--- config.mk ---
export PLATFORM = sky130hd
export DESIGN_NAME = regfile_wr_sched
export DESIGN_NICKNAME = d
export VERILOG_FILES = /design/src/rtl/rv32i_pkg.sv /design/src/rtl/regfile_wr_sched_rr_arb2.sv /design/src/rtl/regfile_wr_sched.sv
export SDC_FILE = /design/constraint.sdc
export NUM_CORES = 1
export LEC_CHECK = 0
export CORE_MARGIN = 8
export CORE_UTILIZATION = 35
export CTS_CLUSTER_SIZE = 25
export DETAILED_ROUTE_END_ITERATION = 12
export GPL_ROUTABILITY_DRIVEN = 1
export PLACE_DENSITY = 0.86
export SLEW_MARGIN = 40
export SYNTH_ARGS = -nofsm -noshare
export SYNTH_HDL_FRONTEND = slang
export SYNTH_SLANG_ARGS = --single-unit
export TNS_END_PERCENT = 20
--- constraint.sdc ---
create_clock -name clk -period 1.3 [get_ports clk]
set_input_delay 0.195 -clock clk [delete_from_list [all_inputs] [get_ports clk]]
set_output_delay 0.195 -clock clk [all_outputs]
set_load 0.005 [all_outputs]
--- src/rtl/rv32i_pkg.sv ---
// Shared RV32I register-file constants and types used by the write-port scheduler.
package rv32i_pkg;
    localparam int XLEN = 32;
    localparam int AW   = 5;
    localparam int NREG = 32;

    typedef enum logic {
        ST_INIT = 1'b0,
        ST_RUN  = 1'b1
    } sched_state_t;

    typedef logic [AW-1:0] reg_addr_t;
endpackage

--- src/rtl/regfile_wr_sched_rr_arb2.sv ---
// Two-way round-robin arbiter; the most recently granted requester loses a tie.
module rr_arb2 (
    input  logic       clk,
    input  logic       clr,
    input  logic [1:0] req,
    input  logic       accept,
    output logic [1:0] grant
);
    logic last_grant_reg;

    always_comb begin
        grant = 2'b00;
        case (req)
            2'b01:   grant = 2'b01;
            2'b10:   grant = 2'b10;
            2'b11:   grant = last_grant_reg ? 2'b01 : 2'b10;
            default: grant = 2'b00;
        endcase
    end

    // Reset value of 1 makes requester 0 win the first tie.
    always_ff @(posedge clk) begin
        if (clr) begin
            last_grant_reg <= 1'b1;
        end else if (accept && (grant != 2'b00)) begin
            last_grant_reg <= grant[1];
        end
    end
endmodule

--- src/rtl/regfile_wr_sched.sv ---
// Register-file write-port scheduler: zero-fills all registers after reset, then
// round-robins two write-back requesters onto one registered write port.
module regfile_wr_sched
    import rv32i_pkg::*;
#(
    parameter int XLEN = rv32i_pkg::XLEN,
    parameter int AW   = rv32i_pkg::AW,
    parameter int NREG = rv32i_pkg::NREG
) (
    input  logic            clk,
    input  logic            clr,
    input  logic            req0_valid,
    input  logic [AW-1:0]   req0_addr,
    input  logic [XLEN-1:0] req0_data,
    output logic            req0_ready,
    input  logic            req1_valid,
    input  logic [AW-1:0]   req1_addr,
    input  logic [XLEN-1:0] req1_data,
    output logic            req1_ready,
    output logic            rf_we,
    output logic [AW-1:0]   rf_addr,
    output logic [XLEN-1:0] rf_d,
    output logic            init_busy
);
    sched_state_t    state_reg, state_next;
    logic [AW-1:0]   cnt_reg, cnt_next;
    logic            rf_we_reg, rf_we_next;
    logic [AW-1:0]   rf_addr_reg, rf_addr_next;
    logic [XLEN-1:0] rf_d_reg, rf_d_next;

    logic            run;
    logic [1:0]      req_vec;
    logic [1:0]      grant;
    logic [1:0]      ready_vec;
    logic            accept;
    logic [AW-1:0]   sel_addr;
    logic [XLEN-1:0] sel_data;

    assign run     = (state_reg == ST_RUN);
    // Requests are masked during INIT so the arbiter state is frozen there.
    assign req_vec = {req1_valid, req0_valid} & {2{run}};

    rr_arb2 u_arb (
        .clk    (clk),
        .clr    (clr),
        .req    (req_vec),
        .accept (accept),
        .grant  (grant)
    );

    generate
        for (genvar gi = 0; gi < 2; gi++) begin : g_ready
            assign ready_vec[gi] = run && grant[gi];
        end
    endgenerate

    assign req0_ready = ready_vec[0];
    assign req1_ready = ready_vec[1];
    assign accept     = |(ready_vec & req_vec);
    assign sel_addr   = grant[1] ? req1_addr : req0_addr;
    assign sel_data   = grant[1] ? req1_data : req0_data;
    assign init_busy  = (state_reg == ST_INIT);

    always_comb begin
        state_next   = state_reg;
        cnt_next     = cnt_reg;
        rf_we_next   = 1'b0;
        rf_addr_next = rf_addr_reg;
        rf_d_next    = rf_d_reg;
        case (state_reg)
            ST_INIT: begin
                rf_we_next   = 1'b1;
                rf_addr_next = cnt_reg;
                rf_d_next    = '0;
                if (cnt_reg == AW'(NREG - 1)) begin
                    state_next = ST_RUN;
                    cnt_next   = '0;
                end else begin
                    cnt_next = cnt_reg + AW'(1);
                end
            end
            ST_RUN: begin
                // Writes to x0 consume the grant but never reach the register file.
                if (accept && (sel_addr != '0)) begin
                    rf_we_next   = 1'b1;
                    rf_addr_next = sel_addr;
                    rf_d_next    = sel_data;
                end
            end
            default: state_next = ST_INIT;
        endcase
    end

    always_ff @(posedge clk) begin
        if (clr) begin
            state_reg   <= ST_INIT;
            cnt_reg     <= '0;
            rf_we_reg   <= 1'b0;
            rf_addr_reg <= '0;
            rf_d_reg    <= '0;
        end else begin
            state_reg   <= state_next;
            cnt_reg     <= cnt_next;
            rf_we_reg   <= rf_we_next;
            rf_addr_reg <= rf_addr_next;
            rf_d_reg    <= rf_d_next;
        end
    end

    assign rf_we   = rf_we_reg;
    assign rf_addr = rf_addr_reg;
    assign rf_d    = rf_d_reg;
endmodule

Yosys cells after proc, flatten, opt, wreduce, memory -nomap -nowiden
Index checks and enable logic that the tools add are counted.

operators by class
  add/subtract/negate cells = 1
  multiply operators = 0
  div/mod/pow operators = 0
  order comparisons = 0
  equal/unequal tests = 5
  shifts and indexed selects = 0
  mux-type cells = 13
  bitwise logic cells = 3
  reductions and logical operators = 7

operator list
  operator             number
  $mux 32              2
  $pmux 32 s2          1
  $mux 5               3
  $pmux 5 s2           1
  $pmux 2 s3           1
  $add 5x1->5 const B  1
  $eq 5x5->1 const B   1
  $reduce_bool 5->1    1
  $and 2x2->2          2
  $eq 2x2->1 const B   2
  $logic_and 1x1->1    4
  $mux 1               3
  $eq 2x1->1 const B   1
  $mux 2               1
  $ne 2x1->1 const B   1
  $pmux 1 s2           1
  $reduce_bool 2->1    1
  $reduce_or 2->1      1
  $not 1->1            1

storage, ports and cells
  flip-flop bits (word level) = 45
  latch bits = 0
  RAM bits = 0
  ROM bits = 0
  bits of input ports = 78
  memories kept = 0

Longest topological paths before layout
  depth in word-level cells = 9
  gate-level depth with buffers = 7
  gate-level depth less buffers = 6

Modules after synthesis
A second synthesis with hierarchy kept.

unflattened totals
  cells, all modules = 202
  area total of the unflattened synthesis = 2253.4 um^2

by module, submodules not included
  module            times used  cells each  area an instance (um^2)  seq. area each (um^2)
  regfile_wr_sched  1           195         2192.1                   880.8
  rr_arb2           1           7           61.3                     20.0

Worst setup path after synthesis
Ideal clock, no wire load.

  path kind = reg-to-reg
  start = reg u_arb.last_grant_reg
  end = reg rf_d_reg[10], in the netlist rf_d[10]
  library setup time = 91 ps
  arrival time = 1309 ps
  data required time = 1209 ps
  slack = -100 ps
  stages on the path, launching flop included = 7
  path buffers = 1
  cells stage by stage = dfxtp_1 -> a21boi_2 -> nand2_2 -> o22ai_4 -> buf_2 -> nor2_1 -> a311oi_1

on the way
  cells in the longest elaborated chain, start to end = 7

ends and longest elaborated chain
  item                         line                            source
  from (decl)                  regfile_wr_sched_rr_arb2.sv:9   logic last_grant_reg;
  from (signal assigned)       regfile_wr_sched_rr_arb2.sv:26  last_grant_reg <= grant[1];
  $mux 2 *                     regfile_wr_sched_rr_arb2.sv:16  2'b11: grant = last_grant_reg ? 2'b01 : 2'b10;
  $pmux 2 s3 *                 regfile_wr_sched_rr_arb2.sv:13  case (req)
  $logic_and 1x1->1            regfile_wr_sched.sv:53          assign ready_vec[gi] = run && grant[gi];
  $and 2x2->2                  regfile_wr_sched.sv:59          assign accept = |(ready_vec & req_vec);
  $reduce_or 2->1              regfile_wr_sched.sv:59
  $logic_and 1x1->1            regfile_wr_sched.sv:84          if (accept && (sel_addr != '0)) begin
  $ne 2x1->1 (no source line)  --
  to (signal assigned)         regfile_wr_sched.sv:106         rf_d_reg <= rf_d_next;
  to (decl)                    regfile_wr_sched.sv:29          logic [XLEN-1:0] rf_d_reg, rf_d_next;

Every way passes the cells marked *; elsewhere a longest branch is shown, timed or not. The select of a mux whose other input is x is not followed.
A chain may end at the register's enable or synchronous reset.

Worst setup path after layout
  start = reg u_arb.last_grant_reg
  end = reg rf_addr_reg[2], in the netlist rf_addr[2]

on the way
  cells in the longest elaborated chain, start to end = 7

ends and longest elaborated chain
  item                         line                            source
  $mux 2 *                     regfile_wr_sched_rr_arb2.sv:16
  $pmux 2 s3 *                 regfile_wr_sched_rr_arb2.sv:13
  $logic_and 1x1->1            regfile_wr_sched.sv:53
  $and 2x2->2                  regfile_wr_sched.sv:59
  $reduce_or 2->1              regfile_wr_sched.sv:59
  $logic_and 1x1->1            regfile_wr_sched.sv:84
  $ne 2x1->1 (no source line)  --
  to (signal assigned)         regfile_wr_sched.sv:105         rf_addr_reg <= rf_addr_next;
  to (decl)                    regfile_wr_sched.sv:28          logic [AW-1:0] rf_addr_reg, rf_addr_next;

Marks and branches as above.

==> results.ini <==
[job]
drv_cap = 0

[setup_path]
startpoint = u_arb.last_grant_reg
start_kind = register
rr_endpoint = rf_addr[2]
arrival_ns = 1.82
crit_path_end = rf_addr[2]
cp-end-kind = register
r2r_cells = 6
crit_path_max_fanout = 5
cp.required_ns = 1.50
rrSetupSlack_ns = -0.32
path_class = reg2reg
r2r-start = u_arb.last_grant_reg

[floorplanning]
coreArea_mm2 = 0.00596
num_rows = 28
die_h_um = 94.8
start_util_pct = 36.5
pin_count = 119
die_area_mm2 = 0.00899
die_x_um = 94.8

[global_route]
grt_overflow = 0
use_met3_pct = 5.63
first_global_vias = 2851
grt_pass1_wl_um = 14200
antenna_found_initial = 0
grtUsageMet1_pct = 21.1
grt_use_total_pct = 19.8
grt_max_degree = 20
grt.busiest_layer = met2
met2_usage_pct = 36.6

[layout]
fin_util_pct = 73.1
final_cell_mix = clkdlybuf4s50_1, nand2_1, dlygate4sd2_1
seqCellArea_um2 = 918
syn_to_final_growth_pct = 100
antenna_cells = 0
multiInputGateArea_mm2 = 0.00141
largest_reg_flops = 32
num-fill-cells = 428
drive_gt1_share_pct = 32.7
layout_commonest_cell = clkdlybuf4s50_1
final_nets = 517

[worst_hold_path]
whs_path_depth = 3
hold_path.class = in2reg

[route]
drcViolationCount = 0
drt-vias-per-instance = 5.41
ant_nets = 0
dr.pass1.iters = 4
routedWlPerCell_um = 19.0
vias = 2769
drt_iter0_markers = 95
wirelength_um = 9740

[sta]
grt_setup_unrepaired = true
setup_tns_ns = -10.09
skew_ns = 0.00304
maxSlewViolCount = 0
max_freq_ghz = 0.616
hold_violations = 0
worstMarginPinSlew_ns = 0.400
slew_headroom_pct = 73.0
period_needed_ns = 1.62
setup_slack_ns = -0.324
setup_viol = 42
fin_crit_sh_pct = 125

[cts]
numClockSinks = 45
numCtsBuffers = 5
cts_buffer_depth = 2
clkTransAtPathRegs_ns = 0.09
cts_max_level = 2
clk_latency_ns = 0.29
cts_tree = done
cts_hold_buf = 0
root_buffer = clkbuf_8

[run_status]
violations = setup timing
status = finished, violations left

[logic_synthesis]
ys_seq_elements = 45
netlist_area_mm2 = 0.00217
yosysSeqAreaShare_pct = 41.4
syn_nets = 353
ys.flop_type = dfxtp_1
synth_edf_count = 0
async_flop_share_pct = 0
ys_types = 39
syn_avg_cell_area_um2 = 7.97
ys_warn_count = 0
syn_inst = 273

[pwr]
p_leak_nw = 1.80
power_w = 0.00290
power_density_mw_per_mm2 = 666
peakVddDrop_v = 0.000562

[place]
io_buffers = 118
hpwl_um = 6160
pre_cts_ws_ns = -0.695
place.gp.congestion = 0.879

synthesized netlist by cell type (2+ instances only):
cell / instances / area, um^2
ha_1: 2 / 25.0
o21ai_0: 3 / 15.0
clkbuf_1: 7 / 26.3
mux2_2: 4 / 45.0
o311a_1: 3 / 30.0
nor4_1: 4 / 25.0
a21oi_1: 11 / 55.1
nor3_1: 3 / 15.0
buf_2: 11 / 55.1
nand2b_1: 2 / 12.5
mux2i_1: 3 / 30.0
dfxtp_1: 45 / 901
nor2_1: 38 / 143
or3_1: 3 / 18.8
nor3_2: 2 / 20.0
inv_1: 5 / 18.8
o22ai_1: 4 / 25.0
a31oi_1: 2 / 12.5
nand2_1: 67 / 251
nand3_1: 5 / 25.0
o32ai_1: 3 / 26.3
a311oi_1: 28 / 245
a211oi_1: 2 / 15.0
worst min-delay path by stage:
stage,start,endpoint,slack (ns)
after floorplan,req1_data[19],rf_d[19],0.35
after global placement,rf_d[14],rf_d[14],0.45
after detailed placement,rf_d[14],rf_d[14],0.46
after CTS,req1_data[6],rf_d[6],0.46
after global routing,req0_data[8],rf_d[8],0.47
final,req1_data[6],rf_d[6],0.46
cell families after synthesis:
kind of cell | after synthesis | synth area share, %
simple gates | 131 | 25.8
compound gates | 63 | 23.0
flops | 45 | 41.4
buf+inv | 25 | 5.12
mux | 7 | 3.45
fa+ha+maj | 2 | 1.15
worst max-delay path: stages, from the launching register on:
cell	delay, ns
dfxtp_2	0.34
a21boi_2	0.18
nand2_2	0.13
buf_6	0.14
or3_1	0.35
o311a_1	0.15
o32ai_2	0.21
per-layer routing:
metal / vias to the layer above / share of wire, %
li1: 1319 / -
met1: 1327 / 40
met2: 105 / 52
met3: 18 / 6.4
met4: 0 / 2.2
met5: - / 0
final cells by class:
cell class | instances | area share (%)
timing repair buffer | 177 | 41.5
tap | 75 | 2.16
clock inverter | 2 | 0.805
inverter | 5 | 0.431
multi-input combinational | 203 | 32.5
clock buffer | 5 | 1.58
sequential | 45 | 21.1
power breakdown:
part / switching (W) / internal, W / total [W]
Clock: 0.000493 / 0.000560 / 0.00105
Sequential: 0.00000848 / 0.00139 / 0.00140
Combinational: 0.000152 / 0.000294 / 0.000446
what timing repair did:
| action | CTS | global route |
|---|---|---|
| endpoints found under the hold margin | 0 | 0 |
| setup buffers | 13 | 5 |
| endpoints found under the setup margin | 81 | 46 |
| cloned | 6 | 2 |
| resized for setup | 103 | 41 |
| pin swaps | 32 | 22 |
metrics by stage:
stage | cell area (um^2) | hold WS [ns] | cells
after floorplan | 2210 | 0.354 | 273
after global placement | 3660 | 0.451 | 479
after detailed placement | 3660 | 0.462 | 479
after CTS | 4140 | 0.457 | 505
after global routing | 4350 | 0.466 | 512
final | 4350 | 0.464 | 512
Note: power is estimated with default switching activity, not from simulation.
